### config.mk
export PLATFORM = sky130hd
export DESIGN_NAME = mvm_uart_host
export DESIGN_NICKNAME = d
export VERILOG_FILES = /design/src/rtl/mvm_uart_host.sv
export SDC_FILE = /design/constraint.sdc
export NUM_CORES = 2
export LEC_CHECK = 0
export CORE_AREA = 4 4 323 325
export CTS_BUF_LIST = sky130_fd_sc_hd__clkbuf_4
export DETAILED_ROUTE_END_ITERATION = 10
export DIE_AREA = 0 0 327 329
export PLACE_DENSITY = 0.75
export SLEW_MARGIN = 15
export SYNTH_ARGS = -nofsm -noshare
export SYNTH_HDL_FRONTEND = slang
export SYNTH_SLANG_ARGS = --single-unit
### constraint.sdc
create_clock -name clk -period 3.3 [get_ports clk]
set_clock_uncertainty 0.05 [all_clocks]
set_input_delay 0.66 -clock clk [delete_from_list [all_inputs] [get_ports clk]]
set_output_delay 0.66 -clock clk [all_outputs]
set_load 0.1 [all_outputs]
### src/rtl/mvm_uart_host.sv
// Host end of the matrix-vector UART link: serialises one kx word, then collects one y word.
// Optional stop-bit checking with a sticky frame_err output: define MVM_UART_HOST_FRAME_ERR_EN.
module mvm_uart_host #(
  parameter int CLOCKS_PER_PULSE = 200_000_000 / 9600,
  parameter int BITS_PER_WORD    = 8,
  parameter int R                = 8,
  parameter int C                = 8,
  parameter int W_X              = 8,
  parameter int W_K              = 8,
  parameter int W_Y_OUT          = 32,
  localparam int W_BUS_KX        = R * C * W_K + C * W_X,
  localparam int W_BUS_Y         = R * W_Y_OUT
) (
  input  logic                clk,
  input  logic                rstn,
  input  logic                s_axis_kx_tvalid,
  output logic                s_axis_kx_tready,
  input  logic [W_BUS_KX-1:0] s_axis_kx_tdata,
  output logic                m_axis_y_tvalid,
  input  logic                m_axis_y_tready,
  output logic [W_BUS_Y-1:0]  m_axis_y_tdata,
  output logic                tx,
  input  logic                rx
`ifdef MVM_UART_HOST_FRAME_ERR_EN
  ,
  output logic                frame_err
`endif
);

  localparam int N_TX  = W_BUS_KX / BITS_PER_WORD;
  localparam int N_RX  = W_BUS_Y / BITS_PER_WORD;
  localparam int CLK_W = $clog2(CLOCKS_PER_PULSE + 1);
  localparam int BIT_W = $clog2(BITS_PER_WORD + 2);
  localparam int TXC_W = $clog2(N_TX + 1);
  localparam int RXC_W = $clog2(N_RX + 1);
  localparam int HALF  = (CLOCKS_PER_PULSE / 2 > 0) ? CLOCKS_PER_PULSE / 2 : 1;

  localparam logic [1:0] IDLE = 2'd0;
  localparam logic [1:0] SEND = 2'd1;
  localparam logic [1:0] RECV = 2'd2;
  localparam logic [1:0] OUT  = 2'd3;

  logic [1:0]          state_q, state_d;
  logic                kx_ready_q, kx_ready_d;
  logic [W_BUS_KX-1:0] kx_q, kx_d;
  logic                tx_q, tx_d;
  logic [CLK_W-1:0]    tx_clk_q, tx_clk_d;
  logic [BIT_W-1:0]    tx_bit_q, tx_bit_d;
  logic [TXC_W-1:0]    tx_chr_q, tx_chr_d;

  logic                rx_meta_q, rx_sync_q, rx_prev_q;
  logic                rx_busy_q, rx_busy_d;
  logic [CLK_W-1:0]    rx_clk_q, rx_clk_d;
  logic [BIT_W-1:0]    rx_bit_q, rx_bit_d;
  logic [BITS_PER_WORD-1:0] rx_sh_q, rx_sh_d;
  logic                rx_done, stop_ok, rx_store;

  logic [W_BUS_Y-1:0]  y_q, y_d;
  logic [RXC_W-1:0]    y_cnt_q, y_cnt_d;

  logic kx_hs, y_hs;

  assign s_axis_kx_tready = kx_ready_q;
  assign m_axis_y_tvalid  = (state_q == OUT);
  assign m_axis_y_tdata   = y_q;
  assign tx               = tx_q;

  assign kx_hs = s_axis_kx_tvalid & kx_ready_q;
  assign y_hs  = m_axis_y_tvalid & m_axis_y_tready;

`ifdef MVM_UART_HOST_FRAME_ERR_EN
  logic frame_err_q;
  assign stop_ok   = rx_sync_q;
  assign frame_err = frame_err_q;

  always_ff @(posedge clk or negedge rstn) begin
    if (!rstn) begin
      frame_err_q <= 1'b0;
    end else if (rx_done && !rx_sync_q) begin
      frame_err_q <= 1'b1;
    end
  end
`else
  assign stop_ok = 1'b1;
`endif

  assign rx_store = rx_done & stop_ok & (state_q == RECV);

  // Receiver runs in every state; only RECV keeps what it hears.
  always_comb begin
    rx_busy_d = rx_busy_q;
    rx_clk_d  = rx_clk_q;
    rx_bit_d  = rx_bit_q;
    rx_sh_d   = rx_sh_q;
    rx_done   = 1'b0;
    if (!rx_busy_q) begin
      if (rx_prev_q && !rx_sync_q) begin
        rx_busy_d = 1'b1;
        rx_clk_d  = '0;
        rx_bit_d  = '0;
      end
    end else if (rx_bit_q == '0) begin
      if (rx_clk_q == CLK_W'(HALF - 1)) begin
        rx_clk_d = '0;
        if (rx_sync_q) begin
          rx_busy_d = 1'b0;
        end else begin
          rx_bit_d = BIT_W'(1);
        end
      end else begin
        rx_clk_d = rx_clk_q + CLK_W'(1);
      end
    end else if (rx_clk_q == CLK_W'(CLOCKS_PER_PULSE - 1)) begin
      rx_clk_d = '0;
      if (rx_bit_q == BIT_W'(BITS_PER_WORD + 1)) begin
        rx_busy_d = 1'b0;
        rx_done   = 1'b1;
      end else begin
        rx_sh_d  = {rx_sync_q, rx_sh_q[BITS_PER_WORD-1:1]};
        rx_bit_d = rx_bit_q + BIT_W'(1);
      end
    end else begin
      rx_clk_d = rx_clk_q + CLK_W'(1);
    end
  end

  // kx_q is consumed LSB-first one data bit at a time, so the next character is
  // always sitting at the bottom when its start bit ends.
  always_comb begin
    state_d  = state_q;
    kx_d     = kx_q;
    tx_d     = tx_q;
    tx_clk_d = tx_clk_q;
    tx_bit_d = tx_bit_q;
    tx_chr_d = tx_chr_q;
    y_d      = y_q;
    y_cnt_d  = y_cnt_q;
    unique case (state_q)
      IDLE: begin
        tx_d = 1'b1;
        if (kx_hs) begin
          state_d  = SEND;
          kx_d     = s_axis_kx_tdata;
          tx_d     = 1'b0;
          tx_clk_d = '0;
          tx_bit_d = '0;
          tx_chr_d = '0;
        end
      end
      SEND: begin
        if (tx_clk_q == CLK_W'(CLOCKS_PER_PULSE - 1)) begin
          tx_clk_d = '0;
          if (tx_bit_q == BIT_W'(BITS_PER_WORD + 1)) begin
            tx_bit_d = '0;
            if (tx_chr_q == TXC_W'(N_TX - 1)) begin
              state_d = RECV;
              tx_d    = 1'b1;
            end else begin
              tx_chr_d = tx_chr_q + TXC_W'(1);
              tx_d     = 1'b0;
            end
          end else if (tx_bit_q == BIT_W'(BITS_PER_WORD)) begin
            tx_bit_d = tx_bit_q + BIT_W'(1);
            tx_d     = 1'b1;
          end else begin
            tx_bit_d = tx_bit_q + BIT_W'(1);
            tx_d     = kx_q[0];
            kx_d     = kx_q >> 1;
          end
        end else begin
          tx_clk_d = tx_clk_q + CLK_W'(1);
        end
      end
      RECV: begin
        tx_d = 1'b1;
        if (rx_store) begin
          y_d = {rx_sh_q, y_q[W_BUS_Y-1:BITS_PER_WORD]};
          if (y_cnt_q == RXC_W'(N_RX - 1)) begin
            y_cnt_d = '0;
            state_d = OUT;
          end else begin
            y_cnt_d = y_cnt_q + RXC_W'(1);
          end
        end
      end
      OUT: begin
        tx_d = 1'b1;
        if (y_hs) begin
          state_d = IDLE;
        end
      end
      default: begin
        state_d = IDLE;
        tx_d    = 1'b1;
      end
    endcase
    kx_ready_d = (state_d == IDLE);
  end

  always_ff @(posedge clk or negedge rstn) begin
    if (!rstn) begin
      state_q    <= IDLE;
      kx_ready_q <= 1'b0;
      kx_q       <= '0;
      tx_q       <= 1'b1;
      tx_clk_q   <= '0;
      tx_bit_q   <= '0;
      tx_chr_q   <= '0;
      rx_meta_q  <= 1'b0;
      rx_sync_q  <= 1'b0;
      rx_prev_q  <= 1'b0;
      rx_busy_q  <= 1'b0;
      rx_clk_q   <= '0;
      rx_bit_q   <= '0;
      rx_sh_q    <= '0;
      y_q        <= '0;
      y_cnt_q    <= '0;
    end else begin
      state_q    <= state_d;
      kx_ready_q <= kx_ready_d;
      kx_q       <= kx_d;
      tx_q       <= tx_d;
      tx_clk_q   <= tx_clk_d;
      tx_bit_q   <= tx_bit_d;
      tx_chr_q   <= tx_chr_d;
      rx_meta_q  <= rx;
      rx_sync_q  <= rx_meta_q;
      rx_prev_q  <= rx_sync_q;
      rx_busy_q  <= rx_busy_d;
      rx_clk_q   <= rx_clk_d;
      rx_bit_q   <= rx_bit_d;
      rx_sh_q    <= rx_sh_d;
      y_q        <= y_d;
      y_cnt_q    <= y_cnt_d;
    end
  end

endmodule

==> impl_metrics.py <==
metrics = {
    "global_route": {
        "antenna_found_initial": 28,
        "track_usage_pct": 25.0,
        "grt_pass1_wl_um": 215000,
        "grt_max_degree": 117,
        "grt-ovfl-total": 0,
        "grt_pass1_vias": 39500,
    },
    "floorplanning": {
        "fp.dieArea_sq_um": 108000,
        "io_pins": 840,
        "std_cell_rows": 117,
        "die_h_um": 329,
        "die_width_um": 327,
        "coreArea_sq_um": 101000,
        "initial_core_util_pct": 38.3,
    },
    "yosys": {
        "synth_most_common_cell": "nand2_1",
        "synth_nets": 5182,
        "synth-edff-count": 0,
        "yosysSeqAreaShare_pct": 57.9,
        "synth.largest_area_cell": "dfrtp_1",
        "synth_commonest_cells": "nand2_1, dfrtp_1, nor2_1",
        "syn_area_per_cell_sq_um": 8.47,
        "async_reset_ff_share_pct": 100,
        "ys_ff_latch": 899,
        "ys_warn_count": 0,
        "yosys-top-cells-area": "dfrtp_1, nand2_1, a31oi_1, nor2_1, clkbuf_1",
        "netlist_area_sq_um": 38900,
        "synth_top_area_share_pct": 57.8,
        "ys.flop_type": "dfrtp_1",
        "netlist_instances": 4589,
        "synth.distinct_cells": 48,
    },
    "routing": {
        "vias_per_cell": 5.20,
        "highest_layer": "met5",
        "final_antenna_net_count": 0,
        "route.met2.wl_um": 66000,
        "wl_met1_um": 54000,
        "post-route-drc-count": 0,
        "wl_per_cell_um": 18.5,
        "drt_iter0_markers": 3655,
        "wirelength_um": 140000,
        "drt-pass1-iter-count": 5,
        "route.met3.wl_um": 11600,
        "vias": 39300,
    },
    "place": {
        "dp_hpwl_um": 88000,
        "gp_congestion": 0.891,
        "port_buffers": 839,
        "placedInstanceArea_sq_um": 48100,
    },
    "timing": {
        "report.final.slew_viol_count": 0,
        "setup-violations-final": 0,
        "hold_viol": 0,
        "fmax_mhz": 342,
        "setup-tns-final_ps": 0,
        "fin_crit_sh_pct": 88.7,
        "max_slew_margin_pct": 45.4,
        "tightestPinTransition_ps": 813,
        "min_period_ps": 2930,
        "rsz0062_at_grt": "no",
    },
    "run_status": {
        "status": "completed",
    },
    "critical_path": {
        "cp.arrival_ps": 3850,
        "r2r_cells": 7,
        "cp-start-kind": "flip-flop",
        "startpoint": "tx_clk_q[11]",
        "crit_type": "flip-flop to flip-flop",
        "regToRegSetupSlack_ps": 370,
        "critPathCapture": "kx_q[79]",
        "r2r-start": "tx_clk_q[11]",
        "cp_max_fo": 71,
        "crit_required_ps": 4230,
        "end_kind": "flip-flop",
        "r2r-end": "kx_q[79]",
    },
    "clock_network": {
        "cts_buffer_depth": 3,
        "cts_tree": "yes",
        "clk_latency_ps": 1160,
        "cts-htree-levels": 4,
        "clock-sinks": 899,
        "clockRootBuffer": "clkbuf_4",
        "cts.clk_slew.worst_paths_ps": 60,
        "cts-buffers-inserted": 230,
        "post_cts_resize_count": 0,
    },
    "layout": {
        "drive_gt1_share_pct": 12.2,
        "syn_to_final_growth_pct": 45.0,
        "nNetsFinal": 6570,
        "n_fill_cell": 8356,
        "register_area_sq_um": 22500,
        "postLayoutCellArea_sq_um": 56300,
        "multi_input_area_sq_um": 14800,
    },
    "hold_path": {
        "hold_path.class": "input port to flip-flop",
    },
    "pwr": {
        "power_density_nw_per_um2": 443,
        "peakVddDrop_mv": 0.412,
        "p_leak_nw": 26.3,
        "power.total_w": 0.0249,
    },
    "flow_run": {
        "maxCapViolCount": 0,
    },
}
==> worst min-delay path by stage <==
stage	from	to	slack (ps)	cells after the start
6_report	s_axis_kx_tdata[487]	kx_q[487]	110	3
5_1_grt	s_axis_kx_tdata[487]	kx_q[487]	1	3
4_1_cts	s_axis_kx_tdata[504]	kx_q[504]	0.4	3
3_5_place_dp	rx_meta_q	rx_sync_q	320	0
3_3_place_gp	rx_meta_q	rx_sync_q	320	0
2_1_floorplan	rx_meta_q	rx_sync_q	280	0
==> area by class of cell <==
cell class                      count  area share [%]
Clock buffer                      337            4.49
Timing Repair Buffer             1484            25.5
Clock inverter                     58           0.558
Multi-Input combinational cell   3346            26.2
Inverter                           16           0.107
Tap cell                         1368            3.04
Antenna cell                       40           0.178
Sequential cell                   899            39.9
==> per-layer routing <==
layer / vias to the layer above / global-route usage [%]
li1: 17900 / -
met1: 18800 / 30.4
met2: 2018 / 40.3
met3: 552 / 6.51
met4: 4 / 14.5
met5: - / 0
==> registers in the layout, indices dropped and copies added (netlist names) <==
| name | cells |
|---|---|
| rx_sh_q | 8 |
| rx_meta_q | 1 |
| state_q | 2 |
| rx_sync_q | 1 |
| tx_chr_q | 7 |
| tx_clk_q | 15 |
| rx_busy_q | 1 |
| tx_bit_q | 4 |
| y_cnt_q | 6 |
| s_axis_kx_tready | 1 |
| m_axis_y_tdata | 256 |
| tx | 1 |
| rx_bit_q | 4 |
| rx_clk_q | 15 |
| rx_prev_q | 1 |
| kx_q | 576 |
==> report_power, final <==
group / switching [W] / leakage [nW] / internal [W]
combinational: 0.00133 / 12.9 / 0.00172
sequential: 0.000559 / 11.7 / 0.0118
clock: 0.00480 / 1.69 / 0.00469
total: 0.00669 / 26.3 / 0.0182
==> stage by stage <==
| stage | util, % | setup WS (ps) | hold WS, ps | std cells |
|---|---|---|---|---|
| finish | 55.5 | 375 | 106 | 7548 |
| global route | 55.5 | 162 | 1.46 | 7536 |
| CTS | 55.4 | 208 | 0.395 | 7508 |
| detailed placement | 47.4 | 430 | 317 | 6583 |
| global placement | 47.4 | 490 | 315 | 6583 |
| floorplan | - | 970 | 281 | 4589 |
==> what timing repair did <==
item                                     CTS  global route
buffers inserted                           0             0
endpoints found under the hold margin   1132             0
endpoints found under the setup margin     0             0
hold buffers                             530             0
==> kinds of logic after synthesis <==
kind of cell	share of synthesized area, %
AO/OA/AOI/OAI	10.6
XOR/XNOR	0.316
adder cells (fa/ha/maj)	0.386
buffers and inverters	4.22
flip-flops	57.9
multiplexers	0.393
AND/OR/NAND/NOR	26.1
==> critical path, cell delays in order (launching register included) <==
cell	delay (ps)
dfrtp_1	450
or4_1	630
o41ai_2	300
and3_4	420
buf_12	310
buf_4	340
nor2_1	90
a31oi_1	190
==> layout by cell type (no fill, tap or decap), drive strengths merged, types with 5 or more instances in the layout <==
cell	synthesis	routed
nor3	9	9
nor4	5	5
mux2	10	10
diode	0	40
xnor2	5	5
o31ai	5	5
xor2	9	9
clkbuf	160	337
dfrtp	898	898
a21oi	15	15
nand3	25	25
o21ai	30	30
dlygate4sd3	0	529
clkdlybuf4s50	0	579
ha	12	12
nor2	599	599
nand2	1958	1958
a31oi	587	587
buf	168	376
and3	8	8
inv	16	23
clkinv	0	49
nand3b	5	5
nand2b	6	6
nand4	11	11
(Power assumes the default switching activity.)
